$ cat src/rtl/blinky_pkg.sv
// Shared helpers and derived constants for the blue-LED blinker.
// Sizing functions are used by the top to derive its divider geometry from its own parameters.
package blinky_pkg;

   function automatic int unsigned clog2(input int unsigned value);
      int unsigned width;
      width = 0;
      while ((32'd1 << width) < value) width++;
      return (width == 0) ? 1 : width;
   endfunction

   function automatic int unsigned half_cycles(input int unsigned clk_hz,
                                               input int unsigned blink_hz);
      return clk_hz / (2 * blink_hz);
   endfunction

   // Board defaults: 125 MHz clock, 1 Hz blink.
   localparam int unsigned DEF_CLK_HZ   = 125_000_000;
   localparam int unsigned DEF_BLINK_HZ = 1;
   localparam int unsigned HALF         = half_cycles(DEF_CLK_HZ, DEF_BLINK_HZ);
   localparam int unsigned DIV_W        = clog2(HALF);

endpackage

$ cat src/rtl/blinky_led_btn_sync.sv
// Two-flop synchronizer that brings the asynchronous push-button into the clk domain.
// The flops carry no reset: they are the source of the reset.
module btn_sync (
   input  logic clk,
   input  logic d_i,
   output logic q_o
);

   logic meta_q;
   logic sync_q;

   always_ff @(posedge clk) begin
      meta_q <= d_i;
      sync_q <= meta_q;
   end

   assign q_o = sync_q;

endmodule

$ cat src/rtl/blinky_led.sv
// Blue LED blinker: HALF-cycle on/off envelope, PWM-dimmed to DUTY/2^PWM_BITS while on.
// btn is synchronized and then used as the synchronous active-high reset of all logic.
module blinky_led
   import blinky_pkg::*;
#(
   parameter int unsigned CLK_HZ   = DEF_CLK_HZ,
   parameter int unsigned BLINK_HZ = DEF_BLINK_HZ,
   parameter int unsigned PWM_BITS = 8,
   parameter int unsigned DUTY     = 32
) (
   input  logic clk,
   input  logic btn,
   output logic led0_b
);

   localparam int unsigned T_HALF  = half_cycles(CLK_HZ, BLINK_HZ);
   localparam int unsigned T_DIV_W = clog2(T_HALF);
   localparam logic [T_DIV_W-1:0]  DIV_LAST = T_DIV_W'(T_HALF - 1);
   // One extra bit so DUTY = 2^PWM_BITS compares true for every counter value.
   localparam logic [PWM_BITS:0]   DUTY_C   = (PWM_BITS + 1)'(DUTY);

   if (T_HALF < 2) begin : g_half_chk
      $error("blinky_led: HALF must be at least 2");
   end
   if (DUTY > (1 << PWM_BITS)) begin : g_duty_chk
      $error("blinky_led: DUTY exceeds 2^PWM_BITS");
   end

   logic                 rst_s;
   logic [T_DIV_W-1:0]   div_cnt_q, div_cnt_d;
   logic [PWM_BITS-1:0]  pwm_cnt_q, pwm_cnt_d;
   logic                 phase_q,   phase_d;
   logic                 led_q,     led_d;

   btn_sync u_btn_sync (
      .clk (clk),
      .d_i (btn),
      .q_o (rst_s)
   );

   always_comb begin
      div_cnt_d = div_cnt_q + T_DIV_W'(1);
      phase_d   = phase_q;
      if (div_cnt_q == DIV_LAST) begin
         div_cnt_d = '0;
         phase_d   = ~phase_q;
      end
      pwm_cnt_d = pwm_cnt_q + PWM_BITS'(1);
      led_d     = phase_q & ({1'b0, pwm_cnt_q} < DUTY_C);
   end

   // Reset leaves phase high so every restart begins with an on-phase.
   always_ff @(posedge clk) begin
      if (rst_s) begin
         div_cnt_q <= '0;
         pwm_cnt_q <= '0;
         phase_q   <= 1'b1;
         led_q     <= 1'b0;
      end else begin
         div_cnt_q <= div_cnt_d;
         pwm_cnt_q <= pwm_cnt_d;
         phase_q   <= phase_d;
         led_q     <= led_d;
      end
   end

   assign led0_b = led_q;

endmodule

$ cat config.mk
export PLATFORM = sky130hd
export DESIGN_NAME = blinky_led
export DESIGN_NICKNAME = d
export VERILOG_FILES = /design/src/rtl/blinky_pkg.sv /design/src/rtl/blinky_led_btn_sync.sv /design/src/rtl/blinky_led.sv
export SDC_FILE = /design/constraint.sdc
export NUM_CORES = 1
export LEC_CHECK = 0
export CAP_MARGIN = 20
export CORE_UTILIZATION = 60
export CTS_BUF_LIST = sky130_fd_sc_hd__clkbuf_2
export DETAILED_ROUTE_END_ITERATION = 10
export GPL_ROUTABILITY_DRIVEN = 1
export PLACE_DENSITY = 0.83
export REMOVE_ABC_BUFFERS = 1
export SLEW_MARGIN = 40
export SYNTH_ARGS = -nofsm -noshare
export SYNTH_HDL_FRONTEND = slang
export SYNTH_SLANG_ARGS = --single-unit
$ cat constraint.sdc
create_clock -name clk -period 2.8 [get_ports clk]
set_input_delay 0.28 -clock clk [delete_from_list [all_inputs] [get_ports clk]]
set_output_delay 0.28 -clock clk [all_outputs]
set_load 0.03 [all_outputs]
* Word-level counts from Yosys, hierarchy flattened
Index checks and enable logic that the tools add are counted. W data, S select, Z words.
Storage, ports and cells: word-level logic and storage cells 13, bits in registers 38, output and inout port bits 1
Operators by class: bitwise operators 2, order comparisons 1, add/sub/neg operators 2, reduce and logical (&&, ||, !) cells 1, equality and inequality tests 1
Operators by type and width (number):
- $add A26 B1 Y26 const B | 1
- $eq A26 B26 Y1 const B | 1
- $add A8 B1 Y8 const B | 1
- $lt A8 B6 Y1 const B | 1
- $reduce_or A2 Y1 | 1
- $and A1 B1 Y1 | 1
- $not A1 Y1 | 1

* Longest topological paths before layout
Gate-level depths: netlist (run 1).
word-level depth 2, depth in mapped cells 7

* Hierarchy
Synthesis (run 1) repeated with hierarchy kept, for this count alone.
Unflattened totals: cell total of the unflattened synthesis 189, area total of the unflattened synthesis 1696.6 µm²
By module, submodules not included:
- blinky_led | times used 1, area an instance 1656.6 µm², cells each 187
- btn_sync | times used 1, area an instance 40.0 µm², cells each 2

* Least setup slack after synthesis (run 1)
No wires, ideal clock.
kind reg-to-reg, start register div_cnt_q[0], end register div_cnt_q[23], path slack 1.057 ns, cell stages (with the launch flop) 8, arrival time 1.613 ns, path buffers 2, clock period less this slack 1.743 ns, path through dfxtp_1 ha_1 and4_1 clkbuf_2 nand2_1 o31ai_4 buf_6 a21oi_1
On the way: word-level cells in the longest chain between the ends 2
Ends and longest elaborated chain:
- from (decl) | line blinky_led.sv:30 | logic [T_DIV_W-1:0] div_cnt_q, div_cnt_d;
- from (signal assigned) | line blinky_led.sv:60 | div_cnt_q <= div_cnt_d;
- branches (longest 2 deep; another with $add A26 B1 Y26)
Parallel ways; which one is timed is not known. A chain may end at the register's enable or synchronous reset.

* Final worst setup path (run 1)
start register div_cnt_q[0], end register div_cnt_q[4]
The elaborated chain is that of the path after synthesis.

==> results of run 1 <==
[layer usage]
metal / vias up / GRT usage (%) / share of wire, %
met4: 0 / 10.0 / 2.1
li1: 690 / - / -
met1: 652 / 28.2 / 44
met5: - / 0 / 0
met2: 37 / 42.0 / 49
met3: 10 / 9.02 / 4.9
[cell usage in the layout (no fill, tap or decap), drive strengths merged, types with 8 or more instances in the layout]
master,synthesis,layout
nand4,10,10
xor2,10,10
nor2,23,23
a21oi,12,12
nand3,14,14
dfxtp,38,38
nand2,12,12
xnor2,8,8
[logic make-up after synthesis]
family                     Yosys count
DFF                                 38
buffers and inverters               10
adders and majority gates            2
xor gates and xnor gates            18
AOI/OAI and AO/OA                   26
and+or+nand+nor                     95
[layout make-up]
| cell class | count | area share [%] |
|---|---|---|
| inverter | 3 | 0.635 |
| multi-input combinational | 141 | 49.5 |
| clock buffer | 5 | 1.41 |
| sequential | 38 | 42.9 |
| timing repair buffer | 3 | 1.55 |
| clock inverter | 2 | 1.90 |
| tap | 30 | 2.12 |
[path summary, 6_finish.rpt]
kind,slack (ns),depth (start not counted),endpoint,from
max,0.60,6,div_cnt_q[4],div_cnt_q[0]
min,0.31,1,u_btn_sync.meta_q,btn
max reg2reg,0.60,6,div_cnt_q[4],div_cnt_q[0]
min reg2reg,0.34,0,u_btn_sync.q_o,u_btn_sync.meta_q
[worst register-to-register path: cells and delay by family (launching register included)]
| kind | cells | cell delay [ns] |
|---|---|---|
| AOI/OAI and AO/OA | 1 | 0.56 |
| adders and majority gates | 1 | 0.23 |
| and+or+nand+nor | 3 | 0.59 |
| DFF | 1 | 0.43 |
| buffers and inverters | 1 | 0.30 |
[power by group through the flow]
stage | Combinational [mW] | Sequential [mW] | Clock (mW)
after global placement | 0.0252 | 0.570 | 0
after global routing | 0.0311 | 0.562 | 0.335
after detailed placement | 0.0273 | 0.572 | 0
after CTS | 0.0276 | 0.560 | 0.318
final | 0.0270 | 0.560 | 0.307
after floorplan | 0.0171 | 0.571 | 0
[cell usage after synthesis (5+ instances only)]
library cell and count:
dfxtp_1 38, nor2_1 23, nand3_1 14, a21oi_1 12, nand2_1 12, nand4_1 10
xor2_1 10, xnor2_1 8, o31ai_1 6, or3_1 6, or4_1 6, o21ai_0 5
[stage by stage]
stage | std cells | power, mW | cell area [µm²] | hold slack [ns] | util [%]
after floorplan | 182 | 0.588 | 1650 | 0.308 | -
after global routing | 222 | 0.928 | 1770 | 0.283 | 69.1
after detailed placement | 215 | 0.599 | 1720 | 0.313 | 66.8
after CTS | 222 | 0.906 | 1770 | 0.276 | 69.1
after global placement | 215 | 0.596 | 1720 | 0.310 | 66.8
final | 222 | 0.894 | 1770 | 0.307 | 69.1
[state kept, by name (all words and copies together), names as in the netlist]
name / flops
div_cnt_q: 26
led0_b: 1
phase_q: 1
pwm_cnt_q: 8
u_btn_sync.meta_q: 1
u_btn_sync.q_o: 1
==> reports/results.ini, run 1 <==
[outcome]
outcome = finished clean

[clocking]
cts_tree = yes
root_buffer = clkbuf_2
htree_levels = 2
worst_skew_pair.late_latency_ns = 0.39
postCtsHoldBufs = 0
cts_setup_buffers = 0
cts_resized = 0
cts.path.max_buffers = 2
cts.sinks = 38
cts.clk_slew.worst_paths_ns = 0.17
cts_buffers = 5

[sta]
fin_skew_ns = 0.0215
drv_slew = 0
setup_ws_ns = 0.596
max_freq_mhz = 454
worstMarginPinSlew_ns = 0.541
finalHoldViolations = 0
setup_violations = 0
rsz0062_at_grt = false
slew_headroom_pct = 64.0
period_share_pct = 78.7
fin_crit_ns = 2.20
fin_tns_setup_ns = 0

[yosys]
synth_seq_area_share_pct = 44.8
synthFlopType = dfxtp_1
yosys_warnings = 0
synth_compound_area_share_pct = 9.96
syn_avg_cell_area_um2 = 8.98
synth_xor_area_share_pct = 9.29
synth_fa_ha_area_share_pct = 1.47
synthCells = 189
netlist.top_cell.by_area = dfxtp_1
synth_area_leaders = dfxtp_1, xor2_1, nor2_1
synthSimpleGateAreaFrac_pct = 31.0
synthArstFlopShare_pct = 0
ys_types = 34
syn-cell-area_mm2 = 0.00170
synth_edf_count = 0
synth_mux_area_share_pct = 0
synth_top_family_by_area = simple AND/OR/NAND/NOR gates
synth.top_cell.area_share_pct = 44.8
synth-seq-cells = 38

[global_route]
overflow = 0
grt_usage_pct = 24.8
grt_pass1_vias = 1191
grt_max_degree = 16
antenna_found_initial = 0
grt_pass1_wl_mm = 5.13

[setup_path]
cpPeakStageDelay_ns = 0.56
critPathMaxFanout = 15
crit_path_end_kind = register
cpMaxStageDelayCell = o31ai_4
cp_top_family = simple AND/OR/NAND/NOR gates
cp.required_ns = 3.09
crit_buf_inv = 1
cp_cell_sequence = ha_1 -> and4_1 -> nand2_1 -> o31ai_4 -> buf_4 -> nor2_1
cp-start-kind = register
path_class = register to register
critPathArrivalTime_ns = 2.50

[floorplanning]
coreArea_mm2 = 0.00257
num_io_pins = 3
die_w_um = 55.2
start_util_pct = 66.1
chipHeight_um = 55.2
die_area_mm2 = 0.00304
rows = 18

[routing]
wire_per_inst_um = 14.3
routed_wl_mm = 3.18
ant_nets = 0
num_vias = 1389
viasPerCell = 6.26
drtIter0Drc = 43
drtPass1Iterations = 4
route.detailed.drc = 0

[finish]
nNetsFinal = 196
fill_cells = 206
multiInputGateArea_um2 = 878
drive_gt1_share_pct = 7.29
seq_area_um2 = 761
flow.area_growth_from_synthesis_pct = 4.57
num_antenna_cells = 0

[power]
power_frac_seq_pct = 62.6
p_leak_nw = 0.571
p_int_mw = 0.706
swShare_pct = 21.0
net-switching-power_mw = 0.188
peakVddDrop_mv = 0.538
combPwrFrac_pct = 3.0
power-per-cell-area_mw_per_mm2 = 504
pwr-share-clk_pct = 34.4

[hold_path]
hp-class = input port to register

[placed_design]
numPortBuffers = 2
routabilityCongestion = 0.835
dpl_worst_slack_ns = 0.635
dpl.hpwl_mm = 2.33

[job]
maxCapViolations = 0

(Power assumes the default switching activity.)
==> run 2, diff against run 1 <==
==> constraint.sdc (replaced) <==
create_clock -name clk -period 2.2 [get_ports clk]
set_input_delay 0.22 -clock clk [delete_from_list [all_inputs] [get_ports clk]]
set_output_delay 0.22 -clock clk [all_outputs]
set_load 0.03 [all_outputs]
==> run 2 against run 1 <==
Net effect: global-route usage fell by 1.0 points; final cell count rose by 0.90%; clock power rose by 75%; largest cell class unchanged; highest routed layer unchanged.
==> reports/results.ini, run 2 (same netlist as run 1, synthesis figures left out) <==
[hold_path]
hp-class = input port to register  ; unchanged
min_from = btn  ; unchanged

[sta]
drv_slew = 0  ; unchanged
setup_violations = 0  ; unchanged
finalHoldViolations = 0  ; unchanged
rsz0062_at_grt = false  ; unchanged
slew_headroom_pct = 69.9  ; was 64.0%
worstMarginPinSlew_ns = 0.450  ; was 0.541 ns
fin_skew_ns = 0.0179  ; was 0.0215 ns
max_freq_mhz = 512  ; was 454 MHz
fin_crit_ns = 1.95  ; was 2.20 ns
period_share_pct = 88.8  ; was 78.7%
fin_tns_setup_ns = 0  ; unchanged
setup_ws_ns = 0.247  ; was 0.596 ns

[floorplanning]
die_area_mm2 = 0.00304  ; unchanged
rows = 18  ; unchanged
chipHeight_um = 55.2  ; unchanged
num_io_pins = 3  ; unchanged
coreArea_mm2 = 0.00257  ; unchanged
die_w_um = 55.2  ; unchanged
start_util_pct = 66.1  ; unchanged

[power]
p_int_mw = 1.02  ; was 0.706 mW
pwr-share-clk_pct = 41.7  ; was 34.4%
power-per-cell-area_mw_per_mm2 = 709  ; was 504 mW/mm²
swShare_pct = 20.6  ; was 21.0%
power_frac_seq_pct = 55.5  ; was 62.6%
p_leak_nw = 0.590  ; was 0.571 nW
net-switching-power_mw = 0.265  ; was 0.188 mW
power_mw = 1.28  ; was 0.894 mW
peakVddDrop_mv = 0.706  ; was 0.538 mV
combPwrFrac_pct = 2.8  ; was 3.0%

[setup_path]
critPathMaxFanout = 8  ; was 15
crit_buf_inv = 0  ; was 1
cpPeakStageDelay_ns = 0.53  ; was 0.56 ns
cp_top_family = simple AND/OR/NAND/NOR gates  ; unchanged
crit_start = div_cnt_q[0]  ; unchanged
cp_cell_sequence = ha_1 -> and4_1 -> nand3_1 -> or4_1 -> a21oi_1  ; was ha_1 -> and4_1 -> nand2_1 -> o31ai_4 -> buf_4 -> nor2_1
critPathArrivalTime_ns = 2.30  ; was 2.50 ns
cp-start-kind = register  ; unchanged
path_class = register to register  ; unchanged
crit_path_end_kind = register  ; unchanged
r2r_start = div_cnt_q[0]  ; unchanged
cpMaxStageDelayCell = or4_1  ; was o31ai_4
cp.required_ns = 2.55  ; was 3.09 ns

[finish]
drive_gt1_share_pct = 8.25  ; was 7.29%
largest_register_ff_count = 26  ; unchanged
flow.area_growth_from_synthesis_pct = 6.78  ; was 4.57%
num_antenna_cells = 0  ; unchanged
final_common_cell = dfxtp_1  ; unchanged
reg_top3 = div_cnt_q: 26 flops, pwm_cnt_q: 8 flops  ; unchanged
fin_area_mm2 = 0.00181  ; was 0.00177 mm²
mostFrequentLayoutCells = dfxtp_1, nor2_1, nand3_1  ; unchanged
largest-register = div_cnt_q  ; unchanged
nNetsFinal = 197  ; was 196
final_cells = 224  ; was 222

[clocking]
cts.sinks = 38  ; unchanged
cts_resized = 0  ; unchanged
cts.clk_slew.worst_paths_ns = 0.20  ; was 0.17 ns
postCtsHoldBufs = 0  ; unchanged
cts_setup_buffers = 0  ; unchanged
cts_tree = yes  ; unchanged
htree_levels = 2  ; unchanged
root_buffer = clkbuf_2  ; unchanged
cts.path.max_buffers = 2  ; unchanged
cts_buffers = 5  ; unchanged
worst_skew_pair.late_latency_ns = 0.40  ; was 0.39 ns

[routing]
ant_nets = 0  ; unchanged
drtIter0Drc = 36  ; was 43
routed_wl_mm = 3.23  ; was 3.18 mm
route.detailed.drc = 0  ; unchanged
wire_per_inst_um = 14.4  ; was 14.3 µm
viasPerCell = 6.05  ; was 6.26
drtPass1Iterations = 4  ; unchanged
num_vias = 1356  ; was 1389

[global_route]
grt_pass1_wl_mm = 5.01  ; was 5.13 mm
grt_pass1_vias = 1198  ; was 1191
grt_max_degree = 16  ; unchanged
antenna_found_initial = 0  ; unchanged
grt_usage_pct = 23.8  ; was 24.8%
overflow = 0  ; unchanged

[outcome]
outcome = finished clean  ; unchanged

[placed_design]
numPortBuffers = 2  ; unchanged
dpl.hpwl_mm = 2.27  ; was 2.33 mm
dpl_worst_slack_ns = 0.290  ; was 0.635 ns
routabilityCongestion = 0.896  ; was 0.835
placed_area_mm2 = 0.00172  ; about the same
dp_cells = 216  ; was 215

[job]
maxCapViolations = 0  ; unchanged

[run 2: layout make-up]
cell class | count | area [µm²]
Timing Repair Buffer | 4 | 35.0
Multi-Input combinational cell | 141 | 878
Clock buffer | 5 | 25.0
Tap cell | 30 | 37.5
Sequential cell | 38 | 761
Fill cell | 193 | 756
Inverter | 3 | 11.3
Clock inverter | 3 | 63.8
[run 2: final timing paths]
check | end | slack [ns] | cells past startpoint
worst max-delay path | div_cnt_q[24] | 0.25 | 5
worst min-delay path | u_btn_sync.meta_q | 0.24 | 1
worst max register to register | div_cnt_q[24] | 0.25 | 5
worst min register to register | u_btn_sync.q_o | 0.35 | 0
[run 2: per-stage QoR]
step                      hold WS, ns  util (%)
final                           0.237      70.6
after global routing            0.217      70.6
after CTS                       0.226      70.6
after detailed placement        0.314      67.1
after global placement          0.310      67.1
after floorplan                 0.248         -
[run 2: worst register-to-register path: stages, from the launching register on]
cell and delay [ns]:
dfxtp_1 0.43, ha_1 0.23, and4_1 0.34, nand3_1 0.24, or4_1 0.53, a21oi_1 0.16
[run 2: per-layer routing]
layer,vias up,GRT usage (%),share of wire (%),routed length (µm)
li1,698,-,-,-
met1,633,27.0,45,1450
met2,19,40.4,51,1640
met3,6,6.28,3.0,98
met4,0,13.3,1.2,40
met5,-,0,0,0
[run 2: power groups by stage]
stage,registers (mW),logic [mW],clock network (mW)
5_1_grt,0.715,0.0393,0.565
3_3_place_gp,0.726,0.0337,0
6_report,0.713,0.0354,0.536
4_1_cts,0.713,0.0357,0.541
3_5_place_dp,0.727,0.0352,0
2_1_floorplan,0.727,0.0218,0
==> run 3, diff against run 2 <==
==> constraint.sdc (replaced) <==
create_clock -name clk -period 2.43 [get_ports clk]
set_input_delay 0.243 -clock clk [delete_from_list [all_inputs] [get_ports clk]]
set_output_delay 0.243 -clock clk [all_outputs]
set_load 0.03 [all_outputs]
==> run 3 against run 2 <==
Net effect: clock power down 29%; cell area down 1.3%; register-to-register slack better by 0.21 ns; sequential share of layout area up 0.56 points; hold slack better by 0.031 ns; critical path type unchanged; highest routed layer unchanged.
==> reports/results.ini, run 3 (same netlist as run 1, synthesis figures left out) <==
[setup_path]
cp-start-kind = register  ; unchanged
cp_cell_sequence = and3_1 -> nand3_1 -> or4_1 -> a21oi_1  ; was ha_1 -> and4_1 -> nand3_1 -> or4_1 -> a21oi_1
cpPeakStageDelay_ns = 0.59  ; was 0.53 ns
critPathMaxFanout = 15  ; was 8
r2r_start = div_cnt_q[5]  ; was div_cnt_q[0]
cpMaxStageDelayCell = or4_1  ; unchanged
critPathArrivalTime_ns = 2.31  ; was 2.30 ns
crit_path_end_kind = register  ; unchanged
path_class = register to register  ; unchanged
cp.required_ns = 2.76  ; was 2.55 ns
crit_start = div_cnt_q[5]  ; was div_cnt_q[0]

[sta]
setup_ws_ns = 0.454  ; was 0.247 ns
fin_crit_ns = 1.98  ; was 1.95 ns
drv_slew = 0  ; unchanged
worstMarginPinSlew_ns = 0.466  ; was 0.450 ns
fin_skew_ns = 0.00772  ; was 0.0179 ns
finalHoldViolations = 0  ; unchanged
fin_tns_setup_ns = 0  ; unchanged
holdWs_ns = 0.268  ; was 0.237 ns
max_freq_mhz = 506  ; was 512 MHz
setup_violations = 0  ; unchanged
slew_headroom_pct = 68.8  ; was 69.9%
rsz0062_at_grt = false  ; unchanged
period_share_pct = 81.3  ; was 88.8%

[finish]
nNetsFinal = 197  ; unchanged
largest-register = div_cnt_q  ; unchanged
final_common_cell = dfxtp_1  ; unchanged
drive_gt1_share_pct = 8.76  ; was 8.25%
mostFrequentLayoutCells = dfxtp_1, nor2_1, nand3_1  ; unchanged
flow.area_growth_from_synthesis_pct = 5.38  ; was 6.78%
final_cells = 224  ; unchanged
num_antenna_cells = 0  ; unchanged
largest_register_ff_count = 26  ; unchanged
reg_top3 = div_cnt_q: 26 flops, pwm_cnt_q: 8 flops  ; unchanged

[clocking]
cts.path.max_buffers = 2  ; unchanged
cts.clk_slew.worst_paths_ns = 0.19  ; was 0.20 ns
htree_levels = 2  ; unchanged
worst_skew_pair.late_latency_ns = 0.39  ; was 0.40 ns
cts_tree = yes  ; unchanged
cts_setup_buffers = 0  ; unchanged
cts_resized = 0  ; unchanged
cts_buffers = 5  ; unchanged
root_buffer = clkbuf_2  ; unchanged
postCtsHoldBufs = 0  ; unchanged
cts.sinks = 38  ; unchanged

[routing]
drtPass1Iterations = 4  ; unchanged
viasPerCell = 6.06  ; was 6.05
num_vias = 1358  ; was 1356
route.detailed.drc = 0  ; unchanged
wire_per_inst_um = 13.5  ; was 14.4 µm
drtIter0Drc = 33  ; was 36
ant_nets = 0  ; unchanged
routed_wl_mm = 3.03  ; was 3.23 mm

[outcome]
outcome = finished clean  ; unchanged

[power]
power_frac_seq_pct = 61.0  ; was 55.5%
p_int_mw = 0.820  ; was 1.02 mW
net-switching-power_mw = 0.238  ; was 0.265 mW
pwr-share-clk_pct = 36.0  ; was 41.7%
combPwrFrac_pct = 3.0  ; was 2.8%
swShare_pct = 22.5  ; was 20.6%
power-per-cell-area_mw_per_mm2 = 592  ; was 709 mW/mm²
power_mw = 1.06  ; was 1.28 mW
p_leak_nw = 0.582  ; was 0.590 nW
peakVddDrop_mv = 0.533  ; was 0.706 mV

[global_route]
overflow = 0  ; unchanged
grt_usage_pct = 22.8  ; was 23.8%
grt_max_degree = 16  ; unchanged
grt_pass1_wl_mm = 4.83  ; was 5.01 mm
grt_pass1_vias = 1185  ; was 1198
antenna_found_initial = 0  ; unchanged

[floorplanning]
die_w_um = 55.2  ; unchanged
coreArea_mm2 = 0.00257  ; unchanged
start_util_pct = 66.1  ; unchanged
num_io_pins = 3  ; unchanged
chipHeight_um = 55.2  ; unchanged
rows = 18  ; unchanged
die_area_mm2 = 0.00304  ; unchanged

[placed_design]
dpl_worst_slack_ns = 0.519  ; was 0.290 ns
dp_cells = 216  ; unchanged
routabilityCongestion = 0.896  ; about the same
dpl.hpwl_mm = 2.21  ; was 2.27 mm
numPortBuffers = 2  ; unchanged

[job]
maxCapViolations = 0  ; unchanged

[hold_path]
hp-class = input port to register  ; unchanged
min_from = btn  ; unchanged

[run 3: changes by cell type in the layout (fill, tap and decap cells not counted), sizes merged]
cell / previous run / this run
bufinv: 2 / 1
clkinv: 1 / 2
[run 3: layer usage]
metal,up-vias,wire length (µm),track usage (%)
li1,689,-,-
met1,638,1380,26.5
met2,25,1460,38.0
met3,6,150,9.29
met4,0,31,7.08
met5,-,0,0
[run 3: power groups by stage]
stage	combinational, mW	sequential [mW]	clock, mW
finish	0.0317	0.645	0.381
global route	0.0356	0.647	0.413
CTS	0.0323	0.646	0.382
detailed placement	0.0318	0.658	0
global placement	0.0305	0.657	0
floorplan	0.0198	0.658	0
[run 3: stage by stage]
stage / cell area [µm²] / utilization (%)
2_1_floorplan: 1650 / -
3_3_place_gp: 1720 / 67.1
3_5_place_dp: 1720 / 67.1
4_1_cts: 1790 / 69.6
5_1_grt: 1790 / 69.6
6_report: 1790 / 69.6
[run 3: worst paths after layout]
path / endpoint / slack [ns] / cells past startpoint
worst max register to register: div_cnt_q[21] / 0.45 / 4
worst min-delay path: u_btn_sync.meta_q / 0.27 / 1
worst min register to register: u_btn_sync.q_o / 0.34 / 0
worst max-delay path: div_cnt_q[21] / 0.45 / 4
[run 3: area by class of cell]
type                    count  area [µm²]
clock inverters             3        40.0
flip-flops and latches     38         761
repair buffers              4        35.0
fillers                   207         779
well taps                  30        37.5
multi-input cells         141         878
inverters                   3        11.3
clock buffers               5        25.0
[run 3: worst max-delay path, delay by kind of cell, from the launching register on]
| family | cells | cell delay, ns |
|---|---|---|
| flip-flops | 1 | 0.49 |
| AO/OA/AOI/OAI | 1 | 0.17 |
| AND/OR/NAND/NOR | 3 | 1.26 |
==> RTL change: new RTL, config.mk and constraints of run 2 <==
Set the package constant `DEF_CLK_HZ` to 250_000_000 (it was 125_000_000).
--- a/src/rtl/blinky_pkg.sv
+++ b/src/rtl/blinky_pkg.sv
@@ -15,7 +15,7 @@
    endfunction
 
    // Board defaults: 125 MHz clock, 1 Hz blink.
-   localparam int unsigned DEF_CLK_HZ   = 125_000_000;
+   localparam int unsigned DEF_CLK_HZ   = 250_000_000;
    localparam int unsigned DEF_BLINK_HZ = 1;
    localparam int unsigned HALF         = half_cycles(DEF_CLK_HZ, DEF_BLINK_HZ);
    localparam int unsigned DIV_W        = clog2(HALF);
Behaviour: same outputs for any inputs over 10 cycles, from zero or initial values; that may be too few to reach the edited logic, so the function may still have changed.
==> RTL change against run 2 <==
Wire length shrank 0.65%; design area is 1.2% higher; area after synthesis grew 0.37%; power down 8.9%; synthesized cell count increased by 2.6%; worst setup slack worse by 0.055 ns; sequential share of layout area increased by 0.58 points; sequential cell count rose by 1; first-iteration DRC count up 81%; fmax down 2.7%; global-route usage shrank 0.63 points; critical endpoint is now div_cnt_q[26]; largest cell class unchanged.
==> RTL change: results (changes against run 2) <==
cells_and_area:
  n_all_buffers: 6  # +2
  buf_share: 0.02729  # +0.007948
  top_regs: "div_cnt_q: 27 flops, pwm_cnt_q: 8 flops"
  fin_nets: 206  # +4.6%
  fill_cells: 198  # +2.6%
  seqCellArea_um2: 780.7  # +2.6%
  fin_cells: 233  # +4.0%
  num-multi-input-gates: 144  # +2.1%
  inverters: 6  # +3
  multiInputGateArea_um2: 879.6  # +0.14%
  postLayoutCoreUtil: 0.7144  # +0.008772
  drive_gt1_frac: 0.07389  # -0.008583
  clk_share: 0.03479  # -0.01424
  numSequentialCells: 39  # +2.6%
placement:
  place.gp.congestion: 0.8595  # -4.1%
  place_ws_ns: 0.1749  # -0.1150 ns
  hpwlAfterDp_um: 2298  # +1.1%
  dpl-instance-area_um2: 1767  # +2.5%
routing:
  drt_iter0_drc: 65  # +81%
  wl_um: 3209  # -0.65%
  route.met2.wl_um: 1444  # -12%
  num_vias: 1407  # +3.8%
  wl_met3_um: 154  # +57%
setup_path:
  r2r_slack_ns: 0.19  # -0.05 ns
  arrival_ns: 2.34  # +0.04 ns
  cp_max_fo: 5  # -3
  r2r-end: "div_cnt_q[26]"
  end_kind: "flip-flop"
global_routing:
  grt_first_pass_wirelength_um: 5747  # +15%
  globalRouteMet1Util: 0.2932  # +0.02334
  grt_start_max_net_pins: 19  # +3
  grt_use_met2: 0.3580  # -0.04561
  grtUsageMet3: 0.07026  # +0.007416
  grt_pass1_vias: 1342  # +12%
  grt_usage: 0.2321  # -0.006253
run_status:
  status: "finished clean"
logic_synthesis:
  ys_types: 30  # -12%
  synth_fa_ha_area_frac: 0.01470  # -0.00005419
  ys_seq_area_frac: 0.4585  # +0.01011
  synthTopCellsByArea: "dfxtp_1, xnor2_1, nor2_1"
  synth_xor_area_frac: 0.09772  # +0.004802
  synth_cells: 194  # +2.6%
  synthTopCellsByCount: "dfxtp_1, nor2_1, xnor2_1"
  synth_compound_area_frac: 0.09111  # -0.008448
pwr:
  ir_worst_vdd_mv: 0.6022  # -15%
  netSwitchingFraction: 0.2124  # +0.006428
timing:
  max_freq_mhz: 498.1  # -2.7%
  relSlewSlack: 0.6907  # -0.008234
  hold_slack_ns: 0.2718  # +0.03491 ns
  fin_skew_ns: 0.01029  # -0.007587 ns
min_path:
  hold_class: "in -> reg"
floorplanning:
  dieArea_um2: 3055  # +0.36%
clock_tree:
  cts_resized: 0  # unchanged
  clk_latency_ns: 0.37  # -0.03 ns
-- RTL change: cell count changes in the layout (fill, tap and decap cells not counted), sizes merged, moves of 2 or more --
cell / change
xnor2: +5
nor2: +6
xor2: -4
nand4bb: -2
inv: +3
and4: -2
nand3: -2
nand4: -2
nor4: +2
buf: +2
or4: +4
or2: -2
-- RTL change: worst max-delay path, cell delays in order (launching register included) --
cell	delay, ns
dfxtp_1	0.39
ha_1	0.22
nand4_2	0.18
or4_1	0.59
or4_1	0.43
a21oi_1	0.15
-- RTL change: power by group through the flow --
| stage | clock, uW | combinational, uW | sequential [uW] |
|---|---|---|---|
| after floorplan | 0 | 19.4 | 744 |
| after global placement | 0 | 31.2 | 744 |
| after detailed placement | 0 | 32.2 | 745 |
| after CTS | 420 | 32.6 | 730 |
| after global routing | 453 | 35.8 | 733 |
| final | 408 | 31.9 | 730 |
